<file path="config.mk">
export PLATFORM = sky130hd
export DESIGN_NAME = pipe_hazard_ctrl_flat
export DESIGN_NICKNAME = d
export VERILOG_FILES = /design/src/rtl/pipe_hazard_ctrl_pkg.sv /design/src/rtl/pipe_hazard_ctrl_if.sv /design/src/rtl/pipe_hazard_ctrl_hazard_detect.sv /design/src/rtl/pipe_hazard_ctrl.sv /design/src/flat_wrapper.sv
export SDC_FILE = /design/constraint.sdc
export NUM_CORES = 1
export LEC_CHECK = 0
export ABC_AREA = 1
export CAP_MARGIN = 0
export CORE_MARGIN = 3
export CORE_UTILIZATION = 40
export DETAILED_ROUTE_END_ITERATION = 12
export PLACE_DENSITY = 0.68
export SYNTH_ARGS = -nofsm -noshare
export SYNTH_HDL_FRONTEND = slang
export SYNTH_SLANG_ARGS = --single-unit
</file>
<file path="constraint.sdc">
create_clock -name clk -period 3.5 [get_ports clk]
set_input_delay 0.525 -clock clk [delete_from_list [all_inputs] [get_ports clk]]
set_output_delay 0.525 -clock clk [all_outputs]
set_load 0.05 [all_outputs]
</file>
<file path="src/rtl/pipe_hazard_ctrl_pkg.sv">
// Shared definitions for the IF/ID/EX pipeline sequencer: controller state
// encoding and the NOP/bubble encodings used by if_id_reg and id_ex_reg.
package pipe_hazard_ctrl_pkg;

    typedef enum logic [1:0] {
        ST_RUN      = 2'd0,
        ST_MDU_WAIT = 2'd1,
        ST_MEM_WAIT = 2'd2
    } ctrl_state_e;

    // addi x0,x0,0 loaded into if_id_reg on flush; id_ex_reg bubbles clear reg_we
    localparam logic [31:0] NOP_INSTR    = 32'h0000_0013;
    localparam logic        BUBBLE_REGWE = 1'b0;

endpackage

</file>
<file path="src/rtl/pipe_hazard_ctrl_if.sv">
// Hazard-controller bundle: pipeline status in, hold/flush controls and debug out.
interface pipe_hazard_ctrl_if #(
    parameter int CNT_W = 16
);
    logic [4:0]       id_rs1_i;
    logic [4:0]       id_rs2_i;
    logic             id_rs1_used_i;
    logic             id_rs2_used_i;
    logic [4:0]       ex_rd_i;
    logic             ex_reg_we_i;
    logic             ex_is_load_i;
    logic             ex_mdu_start_i;
    logic             mdu_done_i;
    logic             ex_branch_taken_i;
    logic             mem_busy_i;
    logic             stall_cnt_clr_i;
    logic             pc_hold_o;
    logic             if_id_hold_o;
    logic             if_id_flush_o;
    logic             id_ex_hold_o;
    logic             id_ex_flush_o;
    logic             ex_mem_hold_o;
    logic [1:0]       ctrl_state_o;
    logic [CNT_W-1:0] stall_cnt_o;
    logic             mdu_timeout_o;

    modport master (
        output id_rs1_i, id_rs2_i, id_rs1_used_i, id_rs2_used_i, ex_rd_i,
               ex_reg_we_i, ex_is_load_i, ex_mdu_start_i, mdu_done_i,
               ex_branch_taken_i, mem_busy_i, stall_cnt_clr_i,
        input  pc_hold_o, if_id_hold_o, if_id_flush_o, id_ex_hold_o,
               id_ex_flush_o, ex_mem_hold_o, ctrl_state_o, stall_cnt_o,
               mdu_timeout_o
    );

    modport slave (
        input  id_rs1_i, id_rs2_i, id_rs1_used_i, id_rs2_used_i, ex_rd_i,
               ex_reg_we_i, ex_is_load_i, ex_mdu_start_i, mdu_done_i,
               ex_branch_taken_i, mem_busy_i, stall_cnt_clr_i,
        output pc_hold_o, if_id_hold_o, if_id_flush_o, id_ex_hold_o,
               id_ex_flush_o, ex_mem_hold_o, ctrl_state_o, stall_cnt_o,
               mdu_timeout_o
    );
endinterface

</file>
<file path="src/rtl/pipe_hazard_ctrl_hazard_detect.sv">
// Combinational load-use compare between the ID source registers and the EX load.
module hazard_detect (
    input  logic [4:0] id_rs1_i,
    input  logic [4:0] id_rs2_i,
    input  logic       id_rs1_used_i,
    input  logic       id_rs2_used_i,
    input  logic [4:0] ex_rd_i,
    input  logic       ex_reg_we_i,
    input  logic       ex_is_load_i,
    output logic       ld_hit_o
);
    logic rs1_match;
    logic rs2_match;

    assign rs1_match = id_rs1_used_i && (id_rs1_i == ex_rd_i);
    assign rs2_match = id_rs2_used_i && (id_rs2_i == ex_rd_i);
    // x0 never carries a real dependency
    assign ld_hit_o  = ex_is_load_i && ex_reg_we_i && (ex_rd_i != 5'd0) &&
                       (rs1_match || rs2_match);
endmodule

</file>
<file path="src/rtl/pipe_hazard_ctrl.sv">
// IF/ID/EX sequencer: load-use bubbles, MDU and data-memory holds, branch squash,
// MDU watchdog and a saturating stall-cycle counter.
module pipe_hazard_ctrl
    import pipe_hazard_ctrl_pkg::*;
#(
    parameter int MDU_TIMEOUT = 32,
    parameter int CNT_W       = 16
) (
    input  logic                clk,
    input  logic                rst,
    pipe_hazard_ctrl_if.slave   bus
);
    localparam int               TMR_W   = $clog2(MDU_TIMEOUT);
    localparam logic [TMR_W-1:0] TMR_MAX = TMR_W'(MDU_TIMEOUT - 1);

    ctrl_state_e      state_q, state_d;
    logic [TMR_W-1:0] timer_q, timer_d;
    logic [CNT_W-1:0] stall_cnt_q, stall_cnt_d;
    logic             ld_hit;
    logic             pc_hold, if_id_hold, if_id_flush;
    logic             id_ex_hold, id_ex_flush, ex_mem_hold, mdu_timeout;
    logic             timer_at_max;

    hazard_detect u_hazard_detect (
        .id_rs1_i      (bus.id_rs1_i),
        .id_rs2_i      (bus.id_rs2_i),
        .id_rs1_used_i (bus.id_rs1_used_i),
        .id_rs2_used_i (bus.id_rs2_used_i),
        .ex_rd_i       (bus.ex_rd_i),
        .ex_reg_we_i   (bus.ex_reg_we_i),
        .ex_is_load_i  (bus.ex_is_load_i),
        .ld_hit_o      (ld_hit)
    );

    assign timer_at_max = (timer_q == TMR_MAX);

    always_comb begin
        state_d     = state_q;
        timer_d     = timer_q;
        pc_hold     = 1'b0;
        if_id_hold  = 1'b0;
        if_id_flush = 1'b0;
        id_ex_hold  = 1'b0;
        id_ex_flush = 1'b0;
        ex_mem_hold = 1'b0;
        mdu_timeout = 1'b0;
        // Outputs stay quiet for the whole reset assertion, not only after the edge
        if (!rst) begin
            case (state_q)
                ST_RUN: begin
                    if (bus.mem_busy_i) begin
                        {pc_hold, if_id_hold, id_ex_hold, ex_mem_hold} = 4'b1111;
                        state_d = ST_MEM_WAIT;
                    end else if (bus.ex_branch_taken_i) begin
                        if_id_flush = 1'b1;
                        id_ex_flush = 1'b1;
                    end else if (bus.ex_mdu_start_i) begin
                        {pc_hold, if_id_hold, id_ex_hold} = 3'b111;
                        timer_d = '0;
                        state_d = ST_MDU_WAIT;
                    end else if (ld_hit) begin
                        pc_hold     = 1'b1;
                        if_id_hold  = 1'b1;
                        id_ex_flush = 1'b1;
                    end
                end
                ST_MDU_WAIT: begin
                    timer_d = timer_at_max ? timer_q : timer_q + TMR_W'(1);
                    // A busy memory defers the MDU exit; done has priority over expiry
                    if (bus.mem_busy_i) begin
                        {pc_hold, if_id_hold, id_ex_hold, ex_mem_hold} = 4'b1111;
                    end else if (bus.mdu_done_i) begin
                        state_d = ST_RUN;
                    end else if (timer_at_max) begin
                        mdu_timeout = 1'b1;
                        state_d     = ST_RUN;
                    end else begin
                        {pc_hold, if_id_hold, id_ex_hold} = 3'b111;
                    end
                end
                ST_MEM_WAIT: begin
                    {pc_hold, if_id_hold, id_ex_hold, ex_mem_hold} = {4{bus.mem_busy_i}};
                    if (!bus.mem_busy_i) begin
                        state_d = ST_RUN;
                    end
                end
                default: state_d = ST_RUN;
            endcase
        end
    end

    always_comb begin
        stall_cnt_d = stall_cnt_q;
        if (bus.stall_cnt_clr_i) begin
            stall_cnt_d = '0;
        end else if (pc_hold && (stall_cnt_q != {CNT_W{1'b1}})) begin
            stall_cnt_d = stall_cnt_q + CNT_W'(1);
        end
    end

    always_ff @(posedge clk or posedge rst) begin
        if (rst) begin
            state_q     <= ST_RUN;
            timer_q     <= '0;
            stall_cnt_q <= '0;
        end else begin
            state_q     <= state_d;
            timer_q     <= timer_d;
            stall_cnt_q <= stall_cnt_d;
        end
    end

    assign bus.pc_hold_o     = pc_hold;
    assign bus.if_id_hold_o  = if_id_hold;
    assign bus.if_id_flush_o = if_id_flush;
    assign bus.id_ex_hold_o  = id_ex_hold;
    assign bus.id_ex_flush_o = id_ex_flush;
    assign bus.ex_mem_hold_o = ex_mem_hold;
    assign bus.ctrl_state_o  = state_q;
    assign bus.stall_cnt_o   = stall_cnt_q;
    assign bus.mdu_timeout_o = mdu_timeout;
endmodule

</file>
<file path="src/flat_wrapper.sv">
// flat-port wrapper written by rule: the top's interface ports become plain ports
module pipe_hazard_ctrl_flat import pipe_hazard_ctrl_pkg::*;
#(
    parameter int MDU_TIMEOUT = 32,
    parameter int CNT_W       = 16
)
  (clk, rst, bus_id_rs1_i, bus_id_rs2_i, bus_id_rs1_used_i, bus_id_rs2_used_i, bus_ex_rd_i, bus_ex_reg_we_i, bus_ex_is_load_i, bus_ex_mdu_start_i, bus_mdu_done_i, bus_ex_branch_taken_i, bus_mem_busy_i, bus_stall_cnt_clr_i, bus_pc_hold_o, bus_if_id_hold_o, bus_if_id_flush_o, bus_id_ex_hold_o, bus_id_ex_flush_o, bus_ex_mem_hold_o, bus_ctrl_state_o, bus_stall_cnt_o, bus_mdu_timeout_o);
  pipe_hazard_ctrl_if #(.CNT_W(CNT_W)) bus_i ();
  input  logic clk;
  input  logic rst;
  input wire logic [$bits(bus_i.id_rs1_i)-1:0] bus_id_rs1_i;
  input wire logic [$bits(bus_i.id_rs2_i)-1:0] bus_id_rs2_i;
  input wire logic [$bits(bus_i.id_rs1_used_i)-1:0] bus_id_rs1_used_i;
  input wire logic [$bits(bus_i.id_rs2_used_i)-1:0] bus_id_rs2_used_i;
  input wire logic [$bits(bus_i.ex_rd_i)-1:0] bus_ex_rd_i;
  input wire logic [$bits(bus_i.ex_reg_we_i)-1:0] bus_ex_reg_we_i;
  input wire logic [$bits(bus_i.ex_is_load_i)-1:0] bus_ex_is_load_i;
  input wire logic [$bits(bus_i.ex_mdu_start_i)-1:0] bus_ex_mdu_start_i;
  input wire logic [$bits(bus_i.mdu_done_i)-1:0] bus_mdu_done_i;
  input wire logic [$bits(bus_i.ex_branch_taken_i)-1:0] bus_ex_branch_taken_i;
  input wire logic [$bits(bus_i.mem_busy_i)-1:0] bus_mem_busy_i;
  input wire logic [$bits(bus_i.stall_cnt_clr_i)-1:0] bus_stall_cnt_clr_i;
  output wire logic [$bits(bus_i.pc_hold_o)-1:0] bus_pc_hold_o;
  output wire logic [$bits(bus_i.if_id_hold_o)-1:0] bus_if_id_hold_o;
  output wire logic [$bits(bus_i.if_id_flush_o)-1:0] bus_if_id_flush_o;
  output wire logic [$bits(bus_i.id_ex_hold_o)-1:0] bus_id_ex_hold_o;
  output wire logic [$bits(bus_i.id_ex_flush_o)-1:0] bus_id_ex_flush_o;
  output wire logic [$bits(bus_i.ex_mem_hold_o)-1:0] bus_ex_mem_hold_o;
  output wire logic [$bits(bus_i.ctrl_state_o)-1:0] bus_ctrl_state_o;
  output wire logic [$bits(bus_i.stall_cnt_o)-1:0] bus_stall_cnt_o;
  output wire logic [$bits(bus_i.mdu_timeout_o)-1:0] bus_mdu_timeout_o;
  assign bus_i.id_rs1_i = bus_id_rs1_i;
  assign bus_i.id_rs2_i = bus_id_rs2_i;
  assign bus_i.id_rs1_used_i = bus_id_rs1_used_i;
  assign bus_i.id_rs2_used_i = bus_id_rs2_used_i;
  assign bus_i.ex_rd_i = bus_ex_rd_i;
  assign bus_i.ex_reg_we_i = bus_ex_reg_we_i;
  assign bus_i.ex_is_load_i = bus_ex_is_load_i;
  assign bus_i.ex_mdu_start_i = bus_ex_mdu_start_i;
  assign bus_i.mdu_done_i = bus_mdu_done_i;
  assign bus_i.ex_branch_taken_i = bus_ex_branch_taken_i;
  assign bus_i.mem_busy_i = bus_mem_busy_i;
  assign bus_i.stall_cnt_clr_i = bus_stall_cnt_clr_i;
  assign bus_pc_hold_o = bus_i.pc_hold_o;
  assign bus_if_id_hold_o = bus_i.if_id_hold_o;
  assign bus_if_id_flush_o = bus_i.if_id_flush_o;
  assign bus_id_ex_hold_o = bus_i.id_ex_hold_o;
  assign bus_id_ex_flush_o = bus_i.id_ex_flush_o;
  assign bus_ex_mem_hold_o = bus_i.ex_mem_hold_o;
  assign bus_ctrl_state_o = bus_i.ctrl_state_o;
  assign bus_stall_cnt_o = bus_i.stall_cnt_o;
  assign bus_mdu_timeout_o = bus_i.mdu_timeout_o;
  pipe_hazard_ctrl #(.MDU_TIMEOUT(MDU_TIMEOUT), .CNT_W(CNT_W)) u_core (.clk(clk), .rst(rst), .bus(bus_i));
endmodule
</file>
Word-level counts from Yosys, hierarchy flattened
Cells that the tools add are included.
{"block": "op_classes", "add_sub_neg": 2, "eq_ne": 15, "n_mux": 46, "bitwise": 1, "n_reduce_logical": 14}
{"op": "16-bit 2-to-1 mux", "n": 2}
{"op": "1-bit 2-to-1 mux", "n": 28}
{"op": "5-bit 2-to-1 mux", "n": 4}
{"op": "16-bit by 1-bit adder with 16-bit output, second input constant", "n": 1}
{"op": "16-bit inequality test, second input constant", "n": 1}
{"op": "2-bit 2-to-1 mux", "n": 7}
{"op": "2-bit inequality test, second input constant", "n": 6}
{"op": "6-bit AND reduction", "n": 2}
{"op": "5-bit == test", "n": 2}
{"op": "5-bit case mux with 2 select lines", "n": 1}
{"op": "1-bit logical AND", "n": 6}
{"op": "3-bit inequality test, second input constant", "n": 2}
{"op": "1-bit case mux with 3 select lines", "n": 2}
{"op": "2-bit case mux with 3 select lines", "n": 1}
{"op": "5-bit by 1-bit adder with 5-bit output, second input constant", "n": 1}
{"op": "5-bit == test, second input constant", "n": 1}
{"op": "5-bit nonzero test", "n": 1}
{"op": "2-bit nonzero test", "n": 2}
{"op": "3-bit by 2-bit inequality test with 1-bit output, second input constant", "n": 1}
{"op": "2-bit by 1-bit == test with 1-bit output, second input constant", "n": 1}
{"op": "2-bit == test, second input constant", "n": 1}
{"op": "2-bit zero test", "n": 1}
{"op": "1-bit case mux with 2 select lines", "n": 1}
{"op": "2-bit OR reduction", "n": 1}
{"op": "other kinds (2)", "n": 2}
{"block": "word_totals", "ff_bits": 23, "out_inout_bits": 25, "wordCells": 81}

Longest topological paths before layout
{"block": "depth", "ltp_word": 13, "depth_mapped": 13, "ltp_nobuf": 12}

Cells and area by module
Synthesis repeated with hierarchy kept, for this count alone.
{"block": "hier_totals", "hier_cells": 297, "area_unflattened_um2": 1914.3}
{"module": "pipe_hazard_ctrl", "n_inst": 1, "cells_each": 241, "area_each_um2": 1694.1, "seq_area_each_um2": 575.6}
{"module": "hazard_detect", "n_inst": 1, "cells_each": 56, "area_each_um2": 220.2, "seq_area_each_um2": 0.0}

Least setup slack after synthesis
OpenSTA, ideal clock, no wires.
{"block": "synth_timing", "path_type": "input port to output port", "startpoint": "in rst", "endpoint": "out bus_id_ex_flush_o", "arrival_ps": 2757, "t_required_ps": 2975, "slack_ps": 218, "path_stages": 4, "path_buffers": 0, "cell_sequence": "inv_2 nand2_1 nor3b_1 a31o_1"}
{"block": "synth_via", "elab_chain_cells": 1}
{"item": "from (decl)", "line_no": "flat_wrapper.sv:10", "text": "input logic rst;"}
{"item": "1-bit 2-to-1 mux", "line_no": "pipe_hazard_ctrl.sv:48", "text": "if (!rst) begin"}
{"item": "to (decl)", "line_no": "flat_wrapper.sv:27", "text": "output wire logic [$bits(bus_i.id_ex_flush_o)-1:0] bus_id_ex_flush_o;"}
No other way between the ends.

Worst setup path after layout
{"block": "layout_timing", "startpoint": "in bus_mem_busy_i", "endpoint": "out bus_id_ex_hold_o"}
{"block": "layout_via", "elab_chain_cells": 3, "word_cells_on_any_way": 4, "classes_between": "mux (4)"}
{"item": "from (decl)", "line_no": "flat_wrapper.sv:21", "text": "input wire logic [$bits(bus_i.mem_busy_i)-1:0] bus_mem_busy_i;"}
{"item": "1-bit 2-to-1 mux, on equally long branches", "line_no": "pipe_hazard_ctrl.sv:70, pipe_hazard_ctrl.sv:51"}
{"item": "1-bit case mux with 3 select lines *", "line_no": "pipe_hazard_ctrl.sv:49", "text": "case (state_q)"}
{"item": "1-bit 2-to-1 mux *", "line_no": "pipe_hazard_ctrl.sv:48"}
{"item": "to (decl)", "line_no": "flat_wrapper.sv:26", "text": "output wire logic [$bits(bus_i.id_ex_hold_o)-1:0] bus_id_ex_hold_o;"}
Every way passes the cells marked *; elsewhere a longest branch is shown, timed or not.

==> key figures <==
Yosys
  – Cells after Synth: 262
  – Post-synthesis sequential area ratio: 0.3258
  – Async S/R FF share, synth: 1.000
  – Mapped Nets: 291
  – Post-synth top area cell: dfrtp_1
  – Avg Synthesized Cell Area: 6.743 um2
  – Synth Register Bits: 23
  – Top cell type's share of synthesized area: 0.3258
  – Synth cell types: 32
  – Top FF cell, synth: dfrtp_1
  – Post-synth design cell area: 1767 um2
  – Number of synthesized flops with an enable pin: 0
  – Most frequent cells after synthesis: nand2_1 (70), inv_1 (34), nand3_1 (28), nor2_1 (24), dfrtp_1 (23)
  – Top-count cell post-synth: nand2_1
  – Ranking of synthesized cells by area: dfrtp_1 (33%), nand2_1 (15%), nand3_1 (7.9%)
  – Syn. warnings: 0

Timing
  – Post-layout min period: 2976 ps
  – Worst relative slew slack: 0.4175
  – Highest Clock Rate: 336.1 MHz
  – Hold WS: 510.4 ps
  – # setup viols final: 0
  – Slew Viols, Final: 0
  – Final hold vios: 0
  – Clock skew: 6.897 ps
  – Setup TNS: 0 ps
  – Crit share post-route: 0.8502
  – Least-Margin Pin Slew: 872.8 ps
  – RSZ-0062 raised after global routing: no

Job
  – Max_cap viols: 0

GRT
  – Largest net degree at the start of global routing: 33
  – Total gr overflow: 0
  – All-Layer GR Usage: 0.1664
  – Global-route wire length before repair: 7.203 mm
  – Initial antenna violation count: 0
  – Vias in the first global route: 1600

Die
  – I/O pin cnt: 51
  – Initial Util: 0.4263
  – Die Height: 72.46 um
  – Core box area: 4144 um2
  – Die footprint: 5250 um2
  – Die width: 72.46 um
  – Cell Rows: 23

Setup path
  – Crit-path leading delay family: buffers and inverters
  – Slowest stage cell, crit path: clkdlybuf4s50_1
  – Worst Path Required: 2970 ps
  – Max incr delay on CP: 790 ps
  – Critical-path maximum fanout: 6
  – Worst path bufs/invs: 4
  – CP cell instances: clkdlybuf4s50_1 -> inv_2 -> nor3_1 -> a21oi_1 -> nand2_1 -> nand2_2 -> inv_1 -> clkdlybuf4s50_1
  – Data arrival, critical path: 2450 ps
  – Endpoint class of the critical path: primary output
  – Startpoint Class: input port
  – Critical setup path kind: input port to primary output
  – Cell repeated most along the worst path: clkdlybuf4s50_1

Placed design
  – Post-DP HPWL: 3.078 mm
  – IO Port Bufs: 50
  – Cell Count Post-Placement: 356
  – DP Area: 2312 um2
  – GP Congestion: 0.8831

Drt
  – Remaining antenna violation count after routing: 0
  – 1st-iter DRT viols: 65
  – 1st-pass router iterations: 4
  – Detailed Route WL: 4.140 mm
  – DR vias/cell: 4.894
  – Drc violations: 0
  – WL/cell: 11.50 um
  – Vias: 1762

CTS
  – CTS Root Cell: clkbuf_8
  – # resized after CTS: 0
  – H-Tree Depth: 1
  – # clock sinks: 23
  – Worst-Skew Late Latency: 270 ps
  – CTS Buffer Depth: 2
  – Post-CTS Setup Bufs: 0
  – Hold buffers post-CTS: 0
  – CTS tree: yes
  – CTS buffer count: 3
  – Clock transition at path regs: 90 ps

Run status
  – Status: completed

Cells and area
  – Final cell count without fillers: 360
  – Synthesis-to-layout area growth: 33.64%
  – Final instance area: 2361 um2
  – Antenna cell count: 0
  – Fillers: 406
  – # nets final: 340
  – Share of cells above drive strength 1: 0.08065

Pwr
  – Leak pwr: 1.222 nW
  – Pwr dens: 401.7 nW/um2
  – Pwr Total: 0.9485 mW
  – Peak VDD IR: 294.3 uV

Hold path
  – Min-delay worst type: flip-flop to flip-flop
==> sequential cells by signal, summed over array words and instances, names as in the netlist <==
name and cells:
u_core.timer_q 5, u_core.bus.ctrl_state_o 2, u_core.bus.stall_cnt_o 16
==> tightest hold or removal path: stages (launching register included) <==
cell     delay [ps]
dfrtp_1         360
nand2_1          50
o21ai_1          70
==> report_power, final <==
part	internal (mW)	leakage, nW	switching (mW)
Clock	0.0807	0.0217	0.0934
Sequential	0.292	0.317	0.0348
Combinational	0.157	0.884	0.291
==> layout make-up <==
cell class / instances / area (um2) / share of cell area
clock buffers: 3 / 41.29 / 0.01749
clock inverters: 1 / 7.507 / 0.003180
inverters: 42 / 157.7 / 0.06677
multi-input cells: 190 / 993.5 / 0.4208
flip-flops and latches: 23 / 575.6 / 0.2438
well taps: 50 / 62.56 / 0.02650
repair buffers: 51 / 523.0 / 0.2215
==> kinds of logic after synthesis <==
kind of cell             synth area share
buffers and inverters              0.1119
flip-flops                         0.3258
AO/OA/AOI/OAI                     0.05171
XOR/XNOR                          0.06941
AND/OR/NAND/NOR                    0.4200
adder cells (fa/ha/maj)           0.02125
==> cells in the final DEF (no fill, tap or decap), types with 2 or more instances in the layout <==
cell type,instances
clkdlybuf4s50_1,46
o21ai_1,5
nand3_1,28
clkbuf_8,3
buf_12,2
inv_1,34
xnor2_1,3
o21ai_0,2
nand4_1,20
nand2_1,70
nor3_1,3
dfrtp_1,23
nand2_4,2
xor2_1,11
buf_4,3
inv_2,8
nor3b_1,2
nor2_1,24
ha_1,3
nor2_2,3
a21oi_1,4
==> metrics by stage <==
step / setup WS [ps] / util
2_1_floorplan: 218.4 / -
3_3_place_gp: 584.2 / 0.5580
3_5_place_dp: 525.5 / 0.5580
4_1_cts: 521.0 / 0.5697
5_1_grt: 416.2 / 0.5697
6_report: 524.4 / 0.5697
==> metal layers <==
| layer | global-route usage | routed length [um] | vias to the layer above |
|---|---|---|---|
| met2 | 0.2599 | 1777 | 39 |
| li1 | - | - | 950 |
| met1 | 0.2431 | 2151 | 770 |
| met4 | 0.02459 | 18 | 0 |
| met3 | 0.03324 | 194 | 3 |
| met5 | 0 | 0 | - |
==> worst paths after layout <==
kind                                               start                                      to  slack (ps)  cells past startpoint
max in group asynchronous                            rst   u_core.bus.stall_cnt_o[8]$_DFFE_PP0P_        2520                      3
min in group asynchronous                            rst  u_core.bus.ctrl_state_o[0]$_DFFE_PP0P_         740                      3
setup / recovery                          bus_mem_busy_i                        bus_id_ex_hold_o         520                      8
hold reg to reg            u_core.timer_q[4]$_DFFE_PP0P_           u_core.timer_q[4]$_DFFE_PP0P_         510                      2
hold / removal             u_core.timer_q[4]$_DFFE_PP0P_           u_core.timer_q[4]$_DFFE_PP0P_         510                      2
setup reg to reg           u_core.timer_q[0]$_DFFE_PP0P_  u_core.bus.stall_cnt_o[11]$_DFFE_PP0P_        1470                     12
No activity file was read; power rests on OpenSTA's default activity.
